<file path="src/rtl/mem_port_arbiter.sv">
// Two-requester (CPU / debug) sequencer for a single-port synchronous RAM.
// Optional MEM_ARB_ROUND_ROBIN_EN: ties alternate away from the last owner.
module mem_port_arbiter #(
  parameter int unsigned ADDR_W      = 9,
  parameter int unsigned DATA_W      = 32,
  parameter int unsigned WAIT_STATES = 1
) (
  input  logic              clk_i,
  input  logic              reset_i,
  input  logic              cpu_read_i,
  input  logic              cpu_write_i,
  input  logic [ADDR_W-1:0] cpu_addr_i,
  input  logic [DATA_W-1:0] cpu_wdata_i,
  output logic [DATA_W-1:0] cpu_rdata_o,
  output logic              cpu_done_o,
  output logic              cpu_wait_o,
  input  logic              dbg_req_i,
  input  logic              dbg_we_i,
  input  logic [ADDR_W-1:0] dbg_addr_i,
  input  logic [DATA_W-1:0] dbg_wdata_i,
  output logic [DATA_W-1:0] dbg_rdata_o,
  output logic              dbg_ack_o,
  output logic              mem_en_o,
  output logic              mem_we_o,
  output logic [ADDR_W-1:0] mem_addr_o,
  output logic [DATA_W-1:0] mem_wdata_o,
  input  logic [DATA_W-1:0] mem_rdata_i
);

  localparam logic OwnCpu = 1'b0;
  localparam logic OwnDbg = 1'b1;
  localparam logic [3:0] WaitLoad = 4'((WAIT_STATES == 0) ? 0 : WAIT_STATES - 1);

  typedef enum logic [1:0] {StIdle, StAccess, StWait, StDone} state_e;

  state_e            state_q, state_d;
  logic              owner_q, owner_d;
  logic              we_q, we_d;
  logic [ADDR_W-1:0] addr_q, addr_d;
  logic [DATA_W-1:0] wdata_q, wdata_d;
  logic [3:0]        cnt_q, cnt_d;
  logic              mask_cpu_q, mask_cpu_d;
  logic              mask_dbg_q, mask_dbg_d;
  logic [DATA_W-1:0] cpu_rdata_q, cpu_rdata_d;
  logic [DATA_W-1:0] dbg_rdata_q, dbg_rdata_d;

  logic cpu_pend, dbg_pend, grant_dbg;

  // The requester just served is ignored for one IDLE cycle so its held level
  // is not mistaken for a new transaction.
  assign cpu_pend = (cpu_read_i | cpu_write_i) & ~mask_cpu_q;
  assign dbg_pend = dbg_req_i & ~mask_dbg_q;

`ifdef MEM_ARB_ROUND_ROBIN_EN
  logic last_owner_q, last_owner_d;
  assign grant_dbg = dbg_pend & (~cpu_pend | (last_owner_q == OwnCpu));
`else
  assign grant_dbg = dbg_pend & ~cpu_pend;
`endif

  always_comb begin
    state_d     = state_q;
    owner_d     = owner_q;
    we_d        = we_q;
    addr_d      = addr_q;
    wdata_d     = wdata_q;
    cnt_d       = cnt_q;
    mask_cpu_d  = 1'b0;
    mask_dbg_d  = 1'b0;
    cpu_rdata_d = cpu_rdata_q;
    dbg_rdata_d = dbg_rdata_q;
`ifdef MEM_ARB_ROUND_ROBIN_EN
    last_owner_d = last_owner_q;
`endif
    unique case (state_q)
      StIdle: begin
        if (cpu_pend || dbg_pend) begin
          owner_d = grant_dbg ? OwnDbg : OwnCpu;
          if (grant_dbg) begin
            we_d    = dbg_we_i;
            addr_d  = dbg_addr_i;
            wdata_d = dbg_wdata_i;
          end else begin
            // read+write together resolves to a write
            we_d    = cpu_write_i;
            addr_d  = cpu_addr_i;
            wdata_d = cpu_wdata_i;
          end
          state_d = StAccess;
        end
      end
      StAccess: begin
        if (WAIT_STATES == 0) begin
          state_d = StDone;
        end else begin
          cnt_d   = WaitLoad;
          state_d = StWait;
        end
      end
      StWait: begin
        if (cnt_q == 4'd0) begin
          state_d = StDone;
        end else begin
          cnt_d = cnt_q - 4'd1;
        end
      end
      StDone: begin
        if (!we_q) begin
          if (owner_q == OwnDbg) begin
            dbg_rdata_d = mem_rdata_i;
          end else begin
            cpu_rdata_d = mem_rdata_i;
          end
        end
        mask_cpu_d = (owner_q == OwnCpu);
        mask_dbg_d = (owner_q == OwnDbg);
`ifdef MEM_ARB_ROUND_ROBIN_EN
        last_owner_d = owner_q;
`endif
        state_d = StIdle;
      end
      default: state_d = StIdle;
    endcase
  end

  always_ff @(posedge clk_i) begin
    if (reset_i) begin
      state_q     <= StIdle;
      owner_q     <= OwnCpu;
      we_q        <= 1'b0;
      addr_q      <= '0;
      wdata_q     <= '0;
      cnt_q       <= 4'd0;
      mask_cpu_q  <= 1'b0;
      mask_dbg_q  <= 1'b0;
      cpu_rdata_q <= '0;
      dbg_rdata_q <= '0;
`ifdef MEM_ARB_ROUND_ROBIN_EN
      last_owner_q <= OwnDbg;
`endif
    end else begin
      state_q     <= state_d;
      owner_q     <= owner_d;
      we_q        <= we_d;
      addr_q      <= addr_d;
      wdata_q     <= wdata_d;
      cnt_q       <= cnt_d;
      mask_cpu_q  <= mask_cpu_d;
      mask_dbg_q  <= mask_dbg_d;
      cpu_rdata_q <= cpu_rdata_d;
      dbg_rdata_q <= dbg_rdata_d;
`ifdef MEM_ARB_ROUND_ROBIN_EN
      last_owner_q <= last_owner_d;
`endif
    end
  end

  assign mem_en_o    = (state_q == StAccess);
  assign mem_we_o    = mem_en_o & we_q;
  assign mem_addr_o  = addr_q;
  assign mem_wdata_o = wdata_q;
  assign cpu_done_o  = (state_q == StDone) & (owner_q == OwnCpu);
  assign dbg_ack_o   = (state_q == StDone) & (owner_q == OwnDbg);
  assign cpu_wait_o  = (cpu_read_i | cpu_write_i) & ~cpu_done_o;
  assign cpu_rdata_o = cpu_rdata_q;
  assign dbg_rdata_o = dbg_rdata_q;

endmodule

</file>
<file path="config.mk">
export PLATFORM = sky130hd
export DESIGN_NAME = mem_port_arbiter
export DESIGN_NICKNAME = d
export VERILOG_FILES = /design/src/rtl/mem_port_arbiter.sv
export SDC_FILE = /design/constraint.sdc
export NUM_CORES = 1
export LEC_CHECK = 0
export BUFFER_PORTS_ARGS = -buffer_cell sky130_fd_sc_hd__buf_2
export CELL_PAD_IN_SITES_DETAIL_PLACEMENT = 0
export CELL_PAD_IN_SITES_GLOBAL_PLACEMENT = 1
export CORE_MARGIN = 3
export CORE_UTILIZATION = 29
export CTS_BUF_LIST = sky130_fd_sc_hd__clkbuf_16
export CTS_CLUSTER_SIZE = 12
export DETAILED_ROUTE_END_ITERATION = 16
export GPL_TIMING_DRIVEN = 0
export PLACE_DENSITY_LB_ADDON = 0.1
export SETUP_SLACK_MARGIN = 0.15
export SYNTH_ARGS = -nofsm -noshare
export SYNTH_HDL_FRONTEND = slang
export SYNTH_SLANG_ARGS = --single-unit
</file>
<file path="constraint.sdc">
create_clock -name clk_i -period 1.62 [get_ports clk_i]
set_clock_uncertainty 0.1 [all_clocks]
set_input_delay 0.405 -clock clk_i [delete_from_list [all_inputs] [get_ports clk_i]]
set_output_delay 0.405 -clock clk_i [all_outputs]
set_load 0.01 [all_outputs]
</file>
[Word-level counts from Yosys, hierarchy flattened]
Cells that the tools add are included.
Storage, ports and cells
  bits in registers: 115
  input port bits: 120
  output and inout bits: 110
  word-level logic and storage cells: 51
Operators by class
  add/subtract/negate cells: 1
  equality and inequality tests: 6
  multiplexer cells: 9
  bitwise logic cells: 15
  reduce and logical (&&, ||, !) cells: 10
Operators by type and width (count)
  $mux W32: 1
  $mux W9: 1
  $pmux W2 S4: 1
  $pmux W4 S2: 1
  $and A1 B1 Y1: 7
  $not A1 Y1: 7
  $ne A2 B2 Y1 const B: 3
  $reduce_and A2 Y1: 3
  $reduce_and A3 Y1: 2
  $eq A2 B2 Y1 const B: 2
  $logic_not A4 Y1: 1
  $mux W2: 2
  $mux W4: 1
  $sub A4 B1 Y4 const B: 1
  $eq A2 B1 Y1 const B: 1
  $logic_not A2 Y1: 1
  $mux W1: 2
  $reduce_bool A2 Y1: 1
  $reduce_or A2 Y1: 1
  $logic_or A1 B1 Y1: 1
  $or A1 B1 Y1: 1

[Logic depth before layout (Yosys ltp)]
Gate-level depths: netlist of the first run.
  word-level depth: 5
  gate-level depth with buffers: 6
  depth with buffers taken out: 5

[Least setup slack after synthesis of the first run]
OpenSTA, ideal clock, no wires.
  kind: register -> register
  from: register state_q[0]
  to: register wdata_q[21] (netlist: mem_wdata_o[21])
  setup time: 0.119 ns
  arrival: 1.354 ns
  required time: 1.401 ns
  slack: 0.047 ns
  stages on the path, launching flop included: 7
  buffers on the path: 2
  clock period less this slack: 1.573 ns
  path through: dfxtp_1 -> inv_1 -> ha_1 -> buf_2 -> a21boi_2 -> buf_4 -> o221a_2
On the way
  word-level cells in the longest chain between the ends: 2
RTL lines
  start, declared: line 36  | state_e state_q, state_d;
  start signal, assigned: line 128  | state_q <= StIdle;
  start signal, assigned: line 142  | state_q <= state_d;
  $logic_not A2 Y1: line 75  | unique case (state_q)
  $reduce_and A2 Y1 (no line)
  end signal, assigned: line 146  | wdata_q <= wdata_d;
  end, declared: line 40  | logic [DATA_W-1:0] wdata_q, wdata_d;
Every way passes these cells.
A chain may end at the register's enable or synchronous reset.

[Worst setup path in the final report of the first run]
  from: register state_q[1]
  to: output port mem_we_o
On the way
  word-level cells in the longest chain between the ends: 2
RTL lines
  $eq A2 B1 Y1: line 158  | assign mem_en_o = (state_q == StAccess);
  $and A1 B1 Y1: line 159  | assign mem_we_o = mem_en_o & we_q;
  end, declared: line 24  | output logic mem_we_o,
Every way passes these cells.

==> out/qor.yml, run 1 <==
outcome:
  status: "finished, violations left"
  violations: "negative setup slack"
clock_network:
  cts_tree: "built"
  ctsHoldBuffers: 0
  cts.sinks: 115
  path_clk_slew_ns: 0.06
  cts_max_path_buffers: 2
  cts-root-buf: "clkbuf_16"
  numCtsBuffers: 17
  insertion_delay_ns: 0.41
  htreeDepth: 4
power_and_ir_drop:
  power_w: 0.01116
  peakVddDrop_v: 0.0007859
  swShare_pct: 31.61
  pwr-share-comb_pct: 32.7
  power_leakage_nw: 3.708
  internal_power_w: 0.007629
  clkPwrFrac_pct: 34.4
  p_per_area_mw_per_mm2: 1443
  power.net_switching_w: 0.003526
  p_seq_share_pct: 32.9
setup_path:
  r2r_end: "mem_wdata_o[21]"
  critPathRequiredTime_ns: 1.11
  r2r_setup_slack_ns: -0.11
  arrival_ns: 1.30
  r2r_cells: 8
  path_class: "reg -> out"
  worstSetupEndpointType: "output port"
  start_kind: "register"
  r2r_start: "state_q[0]"
  critPathMaxFanout: 4
synth:
  synth_seq_cells: 115
  synth_nets: 663
  postSynth.asyncResetShare_pct: 0
  ys.flop_type: "dfxtp_1"
  avgSynthCellArea_um2: 8.810
  netlist_instances: 536
  yosysMostFrequentCell: "nand2_1"
  ys_seq_area_share_pct: 48.75
  ys_warn_count: 0
  synth_top_area_share_pct: 48.75
  yosysTopAreaCell: "dfxtp_1"
  synthTopCellsByArea: "dfxtp_1 49%, nand2_1 10%, a21oi_1 7.0%"
  yosys-top-cells-count: "131 x nand2_1, 115 x dfxtp_1, 66 x a21oi_1"
  synth-edff-count: 0
  syn_area_mm2: 0.004722
  yosysUniqueCellTypes: 40
timing:
  fin_ws_ns: -0.1885
  hold_violations: 0
  relSlewSlack_pct: 51.77
  max_freq_mhz: 553.0
  period_needed_ns: 1.808
  rsz0062_at_grt: "yes"
  fin_crit_sh_pct: 111.6
  worst_pin_slew_ns: 0.7235
  setup_viol: 88
  slew_violations: 0
place:
  hpwl_mm: 11.40
  port_buffers: 229
  dp_slack_ns: -0.3428
  place.gp.congestion: 0.7727
  dp.cells: 981
drt:
  wl_per_cell_um: 15.74
  num_vias: 4884
  vias_per_cell: 4.705
  drt_iter0_markers: 149
  drc: 0
  drt.antenna.violating_nets: 0
  firstDrtPassIters: 4
  wl_mm: 16.33
final_layout:
  syn2layout_area_growth_pct: 63.73
  drive_above_1_share_pct: 53.77
  stdcell_count: 1038
  fin_nets: 936
  postLayoutCoreUtil_pct: 48.67
  diodes: 0
  nFillCells: 1566
floorplanning:
  io_pins: 230
  die_w_um: 133.6
  start_util_pct: 29.73
  chipHeight_um: 133.6
  core_area_mm2: 0.01589
  rows: 46
  die-area_mm2: 0.01785
grt:
  grt_pass1_wl_mm: 24.98
  grt_pass1_vias: 4928
  grt_start_max_net_pins: 17
  antenna_found_initial: 1
  grt_usage_pct: 17.41
  overflow: 0
worst_hold_path:
  min_path_cells: 3
  hold_end: "dbg_rdata_o[31]"
  hold_class: "in -> reg"
  hp-start: "mem_rdata_i[31]"
job:
  cap_violations: 0
-- layout make-up --
cell class                 count  area [µm²]  share of cell area (%)
clock buffer                  17       425.4                   5.503
multi-input combinational    328        2440                   31.56
inverter                      49       193.9                   2.508
buffer                        44       422.9                   5.470
sequential                   115        2313                   29.92
tap                          216       270.3                   3.496
clock inverter                15       181.4                   2.347
timing repair buffer         254        1484                   19.19
-- layer usage --
| metal | up-vias | wire length (µm) | global-route usage, % |
|---|---|---|---|
| li1 | 2419 | - | - |
| met1 | 2272 | 6879 | 20.60 |
| met2 | 176 | 7959 | 29.09 |
| met3 | 15 | 1288 | 6.949 |
| met4 | 2 | 197 | 5.429 |
| met5 | - | 9 | 0 |
-- cells by family (layout without fill, tap and decap cells) --
group	count (synthesis)	count (layout)	synth area share [%]
compound gates	162	162	24.88
fa+ha+maj	7	7	1.855
buf+inv	93	379	9.963
flops	115	115	48.75
mux	2	2	0.4240
simple gates	157	157	14.12
-- state kept, by name, indices dropped and copies added (netlist names), 2 cells and up --
name         cells
mem_addr_o       9
cpu_rdata_o     32
mem_wdata_o     32
dbg_rdata_o     32
cnt_q            4
state_q          2
-- layout by cell type, fill, tap and decap left out, types with 5 or more instances in the layout --
master	count
buf_2	233
dfxtp_1	110
nand2_1	86
inv_1	44
a31oi_1	41
a21oi_1	40
nand2_4	30
a21oi_2	26
buf_6	23
o221a_2	22
clkbuf_16	21
o221a_1	19
nand2_2	15
buf_4	13
clkbuf_1	9
buf_8	8
ha_4	5
-- worst max-delay path by stage --
stage / from / end
3_3_place_gp: reset_i / mem_wdata_o[10]
5_1_grt: state_q[1] / mem_we_o
6_report: state_q[1] / mem_we_o
2_1_floorplan: state_q[0] / mem_wdata_o[21]
3_5_place_dp: reset_i / mem_wdata_o[16]
4_1_cts: state_q[0] / cpu_wait_o
-- power groups by stage --
stage | Sequential, W | Combinational, W | Clock, W
after global placement | 0.00367 | 0.00280 | 0
after CTS | 0.00366 | 0.00314 | 0.00393
after floorplan | 0.00386 | 0.00152 | 0
after global routing | 0.00373 | 0.00396 | 0.00406
final | 0.00367 | 0.00365 | 0.00384
after detailed placement | 0.00367 | 0.00283 | 0
-- stage by stage --
| stage | area [µm²] | hold WS (ns) | TNS (ns) |
|---|---|---|---|
| after floorplan | 4757 | 0.3532 | 0 |
| after global placement | 6173 | 0.3386 | -16.81 |
| after detailed placement | 6173 | 0.3435 | -19.77 |
| after CTS | 7261 | 0.1292 | -9.020 |
| after global routing | 7731 | 0.1397 | -11.73 |
| final | 7731 | 0.1450 | -6.799 |
-- critical path: stages, from the launching register on --
cell	delay [ns]
dfxtp_4	0.38
inv_4	0.06
ha_4	0.17
and2_1	0.15
buf_2	0.14
-- repair_timing --
item                                    4_1_cts  5_1_grt
buffers inserted                             13        6
resized for setup                           111       80
endpoints found under the hold margin         0        0
endpoints found under the setup margin      114      117
gates cloned                                  2        4
pin swaps                                    44       13
No activity file was read; power rests on OpenSTA's default activity.
==> run 2: changes to the inputs <==
--- a/constraint.sdc
+++ b/constraint.sdc
@@ -3,3 +3,3 @@
 set_input_delay 0.405 -clock clk_i [delete_from_list [all_inputs] [get_ports clk_i]]
 set_output_delay 0.405 -clock clk_i [all_outputs]
-set_load 0.01 [all_outputs]
+set_load 0.1 [all_outputs]
==> out/qor.yml, run 2 (synthesis results as in run 1) <==
floorplanning:
  die_w_um: 133.6  # unchanged
  chipHeight_um: 133.6  # unchanged
  core_area_mm2: 0.01589  # unchanged
  die-area_mm2: 0.01785  # unchanged
  io_pins: 230  # unchanged
  start_util_pct: 29.73  # unchanged
  rows: 46  # unchanged
timing:
  setup_viol: 96  # +9.1%
  period_needed_ns: 1.889  # +0.08089 ns
  relSlewSlack_pct: 55.04  # +3.3 points
  slew_violations: 0  # unchanged
  worst_pin_slew_ns: 0.6744  # -0.04903 ns
  tns_ns: -12.92  # -6.121 ns
  hold_violations: 0  # unchanged
  fin_ws_ns: -0.2694  # -0.08089 ns
  max_freq_mhz: 529.3  # -4.3%
  fin_crit_sh_pct: 116.6  # +5.0 points
  whs_ns: 0.1454  # +0.0003170 ns
  rsz0062_at_grt: "yes"
clock_network:
  cts_max_path_buffers: 2  # unchanged
  numCtsBuffers: 17  # unchanged
  cts.sinks: 115  # unchanged
  cts-root-buf: "clkbuf_16"
  insertion_delay_ns: 0.41  # about the same
  path_clk_slew_ns: 0.05  # about the same
  htreeDepth: 4  # unchanged
  cts_tree: "built"
worst_hold_path:
  hp-start: "mem_rdata_i[9]"
  hold_class: "in -> reg"
final_layout:
  diodes: 0  # unchanged
  postLayoutCoreUtil_pct: 63.46  # +15 points
  layout.cells.most_common: "buf_2"
  drive_above_1_share_pct: 71.43  # +18 points
  stdcell_count: 1070  # +3.1%
  syn2layout_area_growth_pct: 113.5
  mostFrequentLayoutCells: "122 x buf_2, 118 x buf_12, 80 x dfxtp_2"
  fin_nets: 970  # +3.6%
setup_path:
  timing.critical_path.cells: "ha_4, buf_4, and2_4, buf_12"
  start_kind: "register"
  critPathRequiredTime_ns: 1.11  # about the same
  worst-path-buf-inv: 2  # unchanged
  path_class: "reg -> out"
  worstSetupEndpointType: "output port"
  max_stage_delay_ns: 0.36  # -0.02 ns
  arrival_ns: 1.38  # +0.08 ns
  r2r_start: "state_q[0]"
  cp_top_family: "flip-flops"
  startpoint: "state_q[0]"
  cp_slowest_cell: "dfxtp_4"
  critPathMaxFanout: 3  # -1
power_and_ir_drop:
  power.net_switching_w: 0.007076  # +100%
  power_leakage_nw: 4.293  # +16%
  peakVddDrop_v: 0.001505  # +91%
  clkPwrFrac_pct: 22.4  # -12 points
  p_seq_share_pct: 24.8  # -8.1 points
  internal_power_w: 0.009257  # +21%
  pwr-share-comb_pct: 52.8  # +20 points
  swShare_pct: 43.32  # +12 points
  p_per_area_mw_per_mm2: 1620  # +12%
grt:
  grt_usage_pct: 18.77  # +1.4 points
  grt_pass1_wl_mm: 26.66  # +6.7%
  grt_start_max_net_pins: 17  # unchanged
  grt_pass1_vias: 5155  # +4.6%
  overflow: 0  # unchanged
  antenna_found_initial: 1  # unchanged
place:
  port_buffers: 229  # unchanged
  place.gp.congestion: 0.7821  # +1.2%
  dp_slack_ns: -0.3242  # +0.01860 ns
  hpwl_mm: 11.45  # +0.49%
  dp.cells: 981  # unchanged
drt:
  vias_per_cell: 4.784  # +1.7%
  wl_per_cell_um: 16.46  # +4.6%
  drt_iter0_markers: 193  # +30%
  drc: 0  # unchanged
  wl_mm: 17.62  # +7.9%
  drt.antenna.violating_nets: 0  # unchanged
  firstDrtPassIters: 5  # +1
  num_vias: 5119  # +4.8%
job:
  cap_violations: 0  # unchanged
outcome:
  status: "finished, violations left"
  violations: "negative setup slack"
run 2: per-stage QoR:
step	total power (W)	area [µm²]
3_5_place_dp	0.009808	6227
4_1_cts	0.01603	9244
6_report	0.01633	10080
3_3_place_gp	0.009785	6227
2_1_floorplan	0.008701	4811
5_1_grt	0.01695	10080
run 2: what timing repair did:
action                                  4_1_cts  5_1_grt
cloned                                       10        3
resized for setup                           655      153
buffers inserted                             19       27
hold buffers                                  0        0
endpoints found under the setup margin      188      194
pin swaps                                    31       36
run 2: worst reg2reg max path, stage by stage, from the launching register on:
cell and delay (ns):
dfxtp_4 0.36, buf_4 0.15, inv_4 0.08, ha_4 0.13, and3b_2 0.29, buf_12 0.14
nand2_8 0.07, buf_8 0.16, o221a_2 0.26
run 2: per-layer routing:
layer	GRT usage, %	part of all wire [%]	vias to the layer above
met5	0	0.074	-
met4	6.743	1.9	2
met3	6.722	7.7	26
met2	32.45	51	194
met1	21.39	40	2408
li1	-	-	2489
run 2: power by group through the flow:
stage / sequential [W] / combinational [W] / clock (W)
6_report: 0.00405 / 0.00862 / 0.00366
5_1_grt: 0.00411 / 0.00896 / 0.00388
4_1_cts: 0.00404 / 0.00825 / 0.00374
3_5_place_dp: 0.00370 / 0.00611 / 0
3_3_place_gp: 0.00370 / 0.00608 / 0
2_1_floorplan: 0.00693 / 0.00177 / 0
run 2: final cells by class:
cell class | instances | area, µm²
inverters | 49 | 188.9
well taps | 216 | 270.3
clock buffers | 17 | 425.4
multi-input cells | 329 | 2608
repair buffers | 287 | 3475
plain buffers | 44 | 454.2
flip-flops and latches | 115 | 2515
fillers | 1278 | 5804
clock inverters | 13 | 145.1
run 2: path summary, 6_finish.rpt:
path | endpoint | slack, ns | depth (start not counted)
setup / recovery | dbg_ack_o | -0.27 | 4
hold / removal | dbg_rdata_o[9] | 0.15 | 3
setup reg to reg | mem_wdata_o[31] | -0.23 | 8
hold reg to reg | cpu_rdata_o[15] | 0.37 | 2
